**src/rtl/sti_pixel_streamer_if.sv**
```systemverilog
// Pixel stream from the sti streamer to the init pass: valid/ready handshake carrying
// the pixel value, its res address and an end-of-frame marker.
interface sti_pixel_streamer_if #(
    parameter int PIX_AW = 14
);
    logic              pix_valid;
    logic              pix_ready;
    logic [7:0]        pix_data;
    logic [PIX_AW-1:0] pix_addr;
    logic              pix_last;

    modport master (output pix_valid, pix_data, pix_addr, pix_last, input pix_ready);
    modport slave  (input pix_valid, pix_data, pix_addr, pix_last, output pix_ready);
endinterface

```
**src/rtl/sti_pixel_streamer.sv**
```systemverilog
// Reads the binary image from the sti ROM and streams it one pixel per cycle to the init pass.
// Build option: define STI_BORDER_CLEAR_EN to force the one-pixel image border to zero.
module sti_pixel_streamer #(
    parameter int IMG_W  = 128,
    parameter int IMG_H  = 128,
    parameter int WORD_W = 16,
    parameter int ADDR_W = 10
) (
    input  logic              clk,
    input  logic              reset,
    input  logic              start,
    output logic              busy,
    output logic              done,
    output logic              sti_rd,
    output logic [ADDR_W-1:0] sti_addr,
    input  logic [WORD_W-1:0] sti_di,
    sti_pixel_streamer_if.master pix
);
    localparam int NUM_WORDS = IMG_W * IMG_H / WORD_W;
    localparam int PIX_AW    = $clog2(IMG_W * IMG_H);
    localparam int COL_W     = $clog2(IMG_W);
    localparam int BIT_W     = $clog2(WORD_W);
    localparam logic [PIX_AW-1:0] LAST_ADDR = PIX_AW'(IMG_W * IMG_H - 1);
    localparam logic [BIT_W-1:0]  LAST_BIT  = BIT_W'(WORD_W - 1);
    localparam logic [ADDR_W:0]   WORDS_END = (ADDR_W + 1)'(NUM_WORDS);

    typedef enum logic [1:0] {IDLE, FETCH, STREAM, FIN} state_t;

    state_t            state;
    logic [WORD_W-1:0] cur_word;
    logic [WORD_W-1:0] nxt_word;
    logic              cur_valid;
    logic              nxt_valid;
    logic              rd_pend;
    logic [BIT_W-1:0]  bit_idx;
    logic [ADDR_W:0]   issued;
    logic [PIX_AW-1:0] pix_addr_q;

    logic       fire;
    logic       pop;
    logic       last_fire;
    logic       start_go;
    logic       want_rd;
    logic [2:0] occupancy;
    logic       pix_bit;

    // Words held plus words requested, as they will stand after this edge.
    always_comb begin
        fire      = cur_valid & pix.pix_ready;
        pop       = fire & (bit_idx == LAST_BIT);
        last_fire = fire & (pix_addr_q == LAST_ADDR);
        start_go  = (state == IDLE) & start;
        occupancy = {2'b00, cur_valid} + {2'b00, nxt_valid} + {2'b00, rd_pend}
                  + {2'b00, sti_rd} - {2'b00, pop};
        want_rd   = start_go
                  | (((state == FETCH) | (state == STREAM)) & (occupancy < 3'd2)
                     & (issued < WORDS_END));
    end

`ifdef STI_BORDER_CLEAR_EN
    logic [PIX_AW-COL_W-1:0] row;
    logic [COL_W-1:0]        col;
    logic                    border;

    always_comb begin
        row     = pix_addr_q[PIX_AW-1:COL_W];
        col     = pix_addr_q[COL_W-1:0];
        border  = (row == '0) | (row == (PIX_AW-COL_W)'(IMG_H - 1))
                | (col == '0) | (col == COL_W'(IMG_W - 1));
        pix_bit = cur_word[WORD_W-1] & ~border;
    end
`else
    always_comb pix_bit = cur_word[WORD_W-1];
`endif

    assign pix.pix_valid = cur_valid;
    assign pix.pix_data  = {7'd0, pix_bit};
    assign pix.pix_addr  = pix_addr_q;
    assign pix.pix_last  = cur_valid & (pix_addr_q == LAST_ADDR);

    always_ff @(posedge clk or negedge reset) begin
        if (!reset) begin
            state      <= IDLE;
            busy       <= 1'b0;
            done       <= 1'b0;
            sti_rd     <= 1'b0;
            sti_addr   <= '0;
            rd_pend    <= 1'b0;
            issued     <= '0;
            cur_word   <= '0;
            nxt_word   <= '0;
            cur_valid  <= 1'b0;
            nxt_valid  <= 1'b0;
            bit_idx    <= '0;
            pix_addr_q <= '0;
        end else begin
            done    <= 1'b0;
            rd_pend <= sti_rd;
            sti_rd  <= want_rd;
            if (start_go) begin
                sti_addr <= '0;
                issued   <= (ADDR_W + 1)'(1);
            end else if (want_rd) begin
                sti_addr <= issued[ADDR_W-1:0];
                issued   <= issued + 1'b1;
            end

            case (state)
                IDLE: if (start) begin
                    state      <= FETCH;
                    busy       <= 1'b1;
                    bit_idx    <= '0;
                    pix_addr_q <= '0;
                end
                FETCH:  if (rd_pend) state <= STREAM;
                STREAM: if (last_fire) begin
                    state <= FIN;
                    busy  <= 1'b0;
                    done  <= 1'b1;
                end
                FIN:    state <= IDLE;
            endcase

            if (fire) begin
                bit_idx    <= bit_idx + 1'b1;
                pix_addr_q <= pix_addr_q + 1'b1;
                cur_word   <= cur_word << 1;
            end
            // A word landing on the cycle the current one retires goes straight to the head.
            if (pop) begin
                if (nxt_valid) begin
                    cur_word  <= nxt_word;
                    cur_valid <= 1'b1;
                    nxt_valid <= rd_pend;
                    if (rd_pend) nxt_word <= sti_di;
                end else begin
                    cur_word  <= sti_di;
                    cur_valid <= rd_pend;
                end
            end else if (rd_pend) begin
                if (!cur_valid) begin
                    cur_word  <= sti_di;
                    cur_valid <= 1'b1;
                end else begin
                    nxt_word  <= sti_di;
                    nxt_valid <= 1'b1;
                end
            end
        end
    end
endmodule

```
**src/flat_wrapper.sv**
```systemverilog
// flat-port wrapper written by rule: the top's interface ports become plain ports
module sti_pixel_streamer_flat 
#(
    parameter int IMG_W  = 128,
    parameter int IMG_H  = 128,
    parameter int WORD_W = 16,
    parameter int ADDR_W = 10
)
  (clk, reset, start, busy, done, sti_rd, sti_addr, sti_di, pix_pix_valid, pix_pix_data, pix_pix_addr, pix_pix_last, pix_pix_ready);
  sti_pixel_streamer_if pix_i ();
  input  logic clk;
  input  logic reset;
  input  logic start;
  output logic busy;
  output logic done;
  output logic sti_rd;
  output logic [ADDR_W-1:0] sti_addr;
  input  logic [WORD_W-1:0] sti_di;
  output wire logic [$bits(pix_i.pix_valid)-1:0] pix_pix_valid;
  output wire logic [$bits(pix_i.pix_data)-1:0] pix_pix_data;
  output wire logic [$bits(pix_i.pix_addr)-1:0] pix_pix_addr;
  output wire logic [$bits(pix_i.pix_last)-1:0] pix_pix_last;
  input wire logic [$bits(pix_i.pix_ready)-1:0] pix_pix_ready;
  assign pix_pix_valid = pix_i.pix_valid;
  assign pix_pix_data = pix_i.pix_data;
  assign pix_pix_addr = pix_i.pix_addr;
  assign pix_pix_last = pix_i.pix_last;
  assign pix_i.pix_ready = pix_pix_ready;
  sti_pixel_streamer #(.IMG_W(IMG_W), .IMG_H(IMG_H), .WORD_W(WORD_W), .ADDR_W(ADDR_W)) u_core (.clk(clk), .reset(reset), .start(start), .busy(busy), .done(done), .sti_rd(sti_rd), .sti_addr(sti_addr), .sti_di(sti_di), .pix(pix_i));
endmodule
```
**config.mk**
```make
export PLATFORM = sky130hd
export DESIGN_NAME = sti_pixel_streamer_flat
export DESIGN_NICKNAME = d
export VERILOG_FILES = /design/src/rtl/sti_pixel_streamer_if.sv /design/src/rtl/sti_pixel_streamer.sv /design/src/flat_wrapper.sv
export SDC_FILE = /design/constraint.sdc
export NUM_CORES = 1
export LEC_CHECK = 0
export BUFFER_PORTS_ARGS = -buffer_cell sky130_fd_sc_hd__buf_2
export CAP_MARGIN = 30
export CORE_ASPECT_RATIO = 0.9
export CORE_MARGIN = 5
export CORE_UTILIZATION = 52
export CTS_BUF_LIST = sky130_fd_sc_hd__clkbuf_4 sky130_fd_sc_hd__clkbuf_8 sky130_fd_sc_hd__clkbuf_16
export CTS_CLUSTER_DIAMETER = 200
export DETAILED_ROUTE_END_ITERATION = 12
export HOLD_SLACK_MARGIN = 0.03
export PLACE_DENSITY = 0.83
export RECOVER_POWER = 100
export SYNTH_ARGS = -nofsm -noshare
export SYNTH_HDL_FRONTEND = slang
export SYNTH_SLANG_ARGS = --single-unit
```
**constraint.sdc**
```tcl
create_clock -name clk -period 3.4 [get_ports clk]
set_input_delay 0.51 -clock clk [delete_from_list [all_inputs] [get_ports clk]]
set_output_delay 0.51 -clock clk [all_outputs]
set_load 0.01 [all_outputs]
```
After elaboration in Yosys (flattened, before gate mapping)
Index checks and enable logic that the tools add are counted.
{ "op_classes": {"add_sub_neg": 7, "n_mux": 36, "eq_ne": 10, "order_cmp": 2, "reduce_logical": 12, "n_bitwise": 9} }
{ "op_table": {"columns": ["cell", "count"], "rows": [
  ["16-bit 2-to-1 mux", 10],
  ["14-bit 2-to-1 mux", 3],
  ["11-bit 2-to-1 mux", 2],
  ["10-bit 2-to-1 mux", 2],
  ["14-bit by 1-bit adder with 14-bit output (second input constant)", 1],
  ["14-bit == test (second input constant)", 1],
  ["4-bit 2-to-1 mux", 3],
  ["2-bit nonzero test", 6],
  ["11-bit by 1-bit adder with 11-bit output (second input constant)", 1],
  ["11-bit < comparator (second input constant)", 1],
  ["1-bit 2-to-1 mux", 11],
  ["2-bit case mux with 4 select lines", 1],
  ["1-bit AND", 7],
  ["3-bit by 1-bit adder with 3-bit output", 2],
  ["2-bit 2-to-1 mux", 3],
  ["2-bit by 1-bit inequality test with 1-bit output (second input constant)", 3],
  ["3-bit AND reduction", 2],
  ["4-bit by 1-bit adder with 4-bit output (second input constant)", 1],
  ["2-bit == test (second input constant)", 2],
  ["4-bit == test (second input constant)", 1],
  ["2-bit inequality test (second input constant)", 2],
  ["2-bit AND reduction", 2],
  ["4-bit AND reduction", 1],
  ["3-bit by 2-bit < comparator with 1-bit output (second input constant)", 1],
  ["6 further kinds", 7]
]} }
{ "totals": {"ff_bits": 79, "input_bits": 20} }

Logic depth before layout (Yosys ltp)
{ "depth": {"ltp_word": 10, "ltp_mapped": 13, "mapped_depth_nobuf": 11} }

Worst setup path before layout
OpenSTA, ideal clock, no wires.
{ "synth_timing": {"path_type": "reg-to-reg", "start": "reg u_core.cur_valid, in the netlist u_core.pix.pix_valid", "end": "reg u_core.issued[7]", "setup_time_ns": 0.078, "period_less_slack_ns": 3.322, "arrival_time_ns": 3.244, "required_ns": 3.322, "stages_incl_launch_ff": 13, "path_slack_ns": 0.078, "path_cell_list": "dfrtp_1 buf_4 nand3_2 or2_1 buf_6 ha_1 ha_1 a21o_1 fa_1 nor3b_1 nand2_1 or4_1 a21oi_1"} }
{ "synth_via": {"elab_chain_cells": 9, "elab_cells_between_ends": 11} }
{ "synth_rtl": {"columns": ["element", "line_no", "source"], "rows": [
  ["start: declaration", "sti_pixel_streamer.sv:32", "logic cur_valid;"],
  ["start signal: assignment", "sti_pixel_streamer.sv:138", "cur_valid <= rd_pend;"],
  ["1-bit by 1-bit adder with 2-bit output", "sti_pixel_streamer.sv:53", "occupancy = {2'b00, cur_valid} + {2'b00, nxt_valid} + {2'b00, rd_pend}"],
  ["3-bit by 1-bit adder with 3-bit output", "sti_pixel_streamer.sv:53", null],
  ["3-bit by 1-bit adder with 3-bit output", "sti_pixel_streamer.sv:54", "+ {2'b00, sti_rd} - {2'b00, pop};"],
  ["3-bit by 1-bit subtractor with 3-bit output *", "sti_pixel_streamer.sv:54", null],
  ["3-bit by 2-bit < comparator with 1-bit output *", "sti_pixel_streamer.sv:56", "| (((state == FETCH) | (state == STREAM)) & (occupancy < 3'd2)"],
  ["1-bit AND *", "sti_pixel_streamer.sv:56", null],
  ["1-bit AND *", "sti_pixel_streamer.sv:57", "& (issued < WORDS_END));"],
  ["1-bit OR *", "sti_pixel_streamer.sv:56", null],
  ["2-bit nonzero test (no line) *", null, null],
  ["end signal: assignment", "sti_pixel_streamer.sv:102", "issued <= (ADDR_W + 1)'(1);"],
  ["end signal: assignment", "sti_pixel_streamer.sv:105", "issued <= issued + 1'b1;"],
  ["end: declaration", "sti_pixel_streamer.sv:36", "logic [ADDR_W:0] issued;"]
]} }
Mark *: on every way between the ends. The rest lies on a longest branch, timed or not.
A chain may end at the register's enable or synchronous reset.

Worst setup path in the final report
{ "layout_timing": {"start": "reg u_core.bit_idx[1]", "end": "reg u_core.issued[7]"} }
{ "layout_via": {"elab_chain_cells": 8} }
{ "layout_rtl": {"columns": ["element", "line_no", "source"], "rows": [
  ["start: declaration", "sti_pixel_streamer.sv:35", "logic [BIT_W-1:0] bit_idx;"],
  ["start signal: assignment", "sti_pixel_streamer.sv:125", "bit_idx <= bit_idx + 1'b1;"],
  ["4-bit == test", "sti_pixel_streamer.sv:50", "pop = fire & (bit_idx == LAST_BIT);"],
  ["1-bit AND", "sti_pixel_streamer.sv:50", null],
  ["3-bit by 1-bit subtractor with 3-bit output", "sti_pixel_streamer.sv:54", null],
  ["3-bit by 2-bit < comparator with 1-bit output", "sti_pixel_streamer.sv:56", null],
  ["1-bit AND", "sti_pixel_streamer.sv:56", null],
  ["1-bit AND", "sti_pixel_streamer.sv:57", null],
  ["1-bit OR", "sti_pixel_streamer.sv:56", null],
  ["2-bit nonzero test (no line)", null, null]
]} }
No other way between the ends.

==> metrics.md <==
| Metric | Value |
|---|---|
| GRT met2 Usage | 31.3% |
| Post-synthesis cell type count | 51 |
| Worst setup path category | reg -> reg |
| Crit-path max FO | 13 |
| Num rows | 30 |
| Worst setup margin | 0.139 ns |
| Final nets | 469 |
| Detailed-route wire length per cell | 15.9 um |
| Largest net degree at the start of global routing | 67 |
| RSZ-0062 raised after global routing | no |
| Synthesized area per cell | 10.4 um^2 |
| P per Cell Area | 677 nW/um^2 |
| Final Wtd Congestion | 0.847 |
| Clk_skew | 0.0177 ns |
| Drt total wl | 8570 um |
| Synthesized area | 3980 um^2 |
| HPWL after DPL | 5740 um |
| Core area | 7510 um^2 |
| Initial DRC Count | 170 |
| Worst min path class | in -> reg |
| Critical path's slowest cell | fa_1 |
| Share of cells above drive strength 1 | 18.3% |
| Initial antenna violation count | 0 |
| Delay-heaviest family, CP | adder cells |
| Area share of the largest cell type after synthesis | 49.7% |
| Setup violators final | 0 |
| Crit. Startpoint | u_core.bit_idx[1]$_DFFE_PN0P_ |
| Most frequent cells in the layout | dfrtp_1, nand2_1, clkbuf_1 |
| Post-route ant nets | 0 |
| Most common cell after layout, fill and taps aside | dfrtp_1 |
| Final Critical Period | 3.26 ns |
| Antenna Diode Count | 0 |
| Hold slack | 0.377 ns |
| Root buf cell | clkbuf_8 |
| Clk sink count | 79 |
| DIE AREA | 9500 um^2 |
| Placed inst area | 4310 um^2 |
| Crit-path cells | ha_4 -> nand3_2 -> or2_1 -> ha_1 -> ha_1 -> a21o_1 -> fa_1 -> nor3b_2 -> nand2_1 -> buf_4 -> o31ai_2 -> a21oi_2 |
| Clk buf depth | 2 |
| Launching point of the worst reg2reg path | u_core.bit_idx[1]$_DFFE_PN0P_ |
| # DRC | 0 |
| Worst VDD drop | 0.327 mV |
| Initial Utilization | 53.0% |
| Status | complete, but fails checks |
| Crit path capture type | flip-flop |
| Max Cap Viol | 1 |
| Clock Latency Late Sink | 0.36 ns |
| Drt pass-1 iters | 4 |
| Synth warn | 0 |
| Via-per-instance ratio | 5.62 |
| Violated checks | max-capacitance violations, max-slew violations |
| Synth top area cells | dfrtp_1, nand2_1, mux2i_1, mux2_4, o221ai_1 |
| Height of the die | 93.0 um |
| Post-synthesis register bit count | 79 |
| WP data arrival | 3.48 ns |
| Hold_sp | sti_di[6] |
| Routed vias | 3021 |
| Worst path required time | 3.61 ns |
| # IOs | 57 |
| EDFF count, synth | 0 |
| CP Launch Type | flip-flop |
| Ys flop type | dfrtp_1 |
| IO buf count | 49 |
| Num CTS Buffers | 9 |
| H-tree levels | 3 |
| Max-slew violation count | 67 |
| Global route overflow | 0 |
| Cell taking the most area after synthesis | dfrtp_1 |
| CP bufs+invs | 1 |
| Vias in the first global route | 3105 |
| Most used routing layer | met2 |
| Area delta synth->final | 14.3% |
| Final Cycle Share | 95.9% |
| CTS tree | yes |
| Final hold violation count | 0 |
| Sequential-to-total area share from yosys stat | 49.7% |
| Max Clock Freq | 307 MHz |
| LEAKAGE | 2.12 nW |
| Global Route met3 Usage | 3.54% |
| Die W | 102 um |
| Setup_tns | 0 ns |
| Rel. slew slack | -7.34% |
| Ys async rst share | 100% |
| Finished Cell Area | 4540 um^2 |
| Cells after synthesis | 382 |
| Max stage delay on crit path | 0.51 ns |
| Final Util | 60.5% |
| Crit-path most repeated cell | ha_1 |
| Met1 Use GR | 25.5% |
| GR Util All Layers | 19.5% |
| FILL cells | 631 |
| Worst-Margin Slew | 1.61 ns |
| Clk slew on worst S/H paths | 0.09 ns |
| Placement Setup Slack | 0.0277 ns |
| Global-route wire length before repair | 14700 um |
state kept, by name, summed over array words and instances (netlist names):
signal                count
u_core.nxt_word          16
u_core.issued            11
u_core.sti_addr          10
u_core.bit_idx            4
u_core.cur_word          16
u_core.nxt_valid          1
u_core.busy               1
u_core.pix.pix_addr      14
u_core.state              2
u_core.sti_rd             1
u_core.rd_pend            1
u_core.pix.pix_valid      1
u_core.done               1
synthesized netlist by cell type, drive strengths merged, types with 2 or more instances:
master,instances
nand2b,4
o21ai,20
and2,3
or4,4
nor3b,2
mux2,17
nor2,16
ha,11
nand3,9
and4,2
a21oi,17
a22o,5
nand4,9
dfrtp,79
clkbuf,4
nor4,4
a41oi,2
a31oi,4
xor2,3
xnor2,4
o31ai,4
inv,26
nor3,3
o221ai,16
mux2i,21
buf,19
nand2,62
cells by family (layout without fill, tap and decap cells):
family          count (synthesis)  count (layout)  share of synthesized area [%]
simple gates                  123             123                           15.0
flops                          79              79                           49.7
compound gates                 73              73                           12.5
buf+inv                        49             103                           6.10
mux                            38              38                           11.0
fa+ha+maj                      12              12                           3.96
xor+xnor                        7               7                           1.54
other cells                     1               7                         0.0943
tightest hold or removal path: cells and delay by family:
family | cells | cell delay [ns]
buffers and inverters | 1 | 0.09
AO/OA/AOI/OAI | 1 | 0.06
AND/OR/NAND/NOR | 1 | 0.04
metal layers:
metal / up-vias / share of wire, %
li1: 1448 / -
met1: 1488 / 45
met2: 71 / 49
met3: 14 / 4.3
met4: 0 / 1.8
met5: - / 0
area by class of cell:
type | count | area [um^2] | area share, %
multi-input combinational | 260 | 1840 | 40.6
sequential | 79 | 1980 | 43.5
clock inverter | 4 | 55.1 | 1.21
inverter | 26 | 97.6 | 2.15
tap | 96 | 120 | 2.64
timing repair buffer | 61 | 299 | 6.58
clock buffer | 12 | 153 | 3.36
report_power, final:
group | internal (mW) | leakage [nW] | switching [mW] | total, mW
logic | 0.470 | 0.984 | 0.554 | 1.02
registers | 1.14 | 1.04 | 0.175 | 1.32
clock network | 0.379 | 0.104 | 0.359 | 0.737
total | 1.99 | 2.12 | 1.09 | 3.08
what timing repair did:
action,4_1_cts,5_1_grt
pin swaps,0,7
hold endpoints to repair,13,0
buffers inserted,0,2
hold buffers,1,0
gates resized for setup,1,11
setup endpoints to repair,1,17
worst paths after layout:
kind / end / slack [ns] / depth (start not counted)
worst min register to register: u_core.rd_pend$_DFF_PN0_ / 0.44 / 0
worst max register to register: u_core.issued[7]$_DFFE_PN0P_ / 0.14 / 12
min in group asynchronous: u_core.pix.pix_addr[7]$_DFFE_PN0P_ / 0.71 / 2
worst min-delay path: u_core.cur_word[6]$_DFF_PN0_ / 0.38 / 3
max in group asynchronous: u_core.issued[10]$_DFFE_PN0P_ / 0.64 / 3
worst max-delay path: u_core.issued[7]$_DFFE_PN0P_ / 0.14 / 12
metrics by stage:
stage	total power, mW	instances
global route	3.27	538
floorplan	2.02	388
detailed placement	2.28	519
global placement	2.21	518
finish	3.08	538
CTS	3.03	536
No activity file was read; power rests on OpenSTA's default activity.
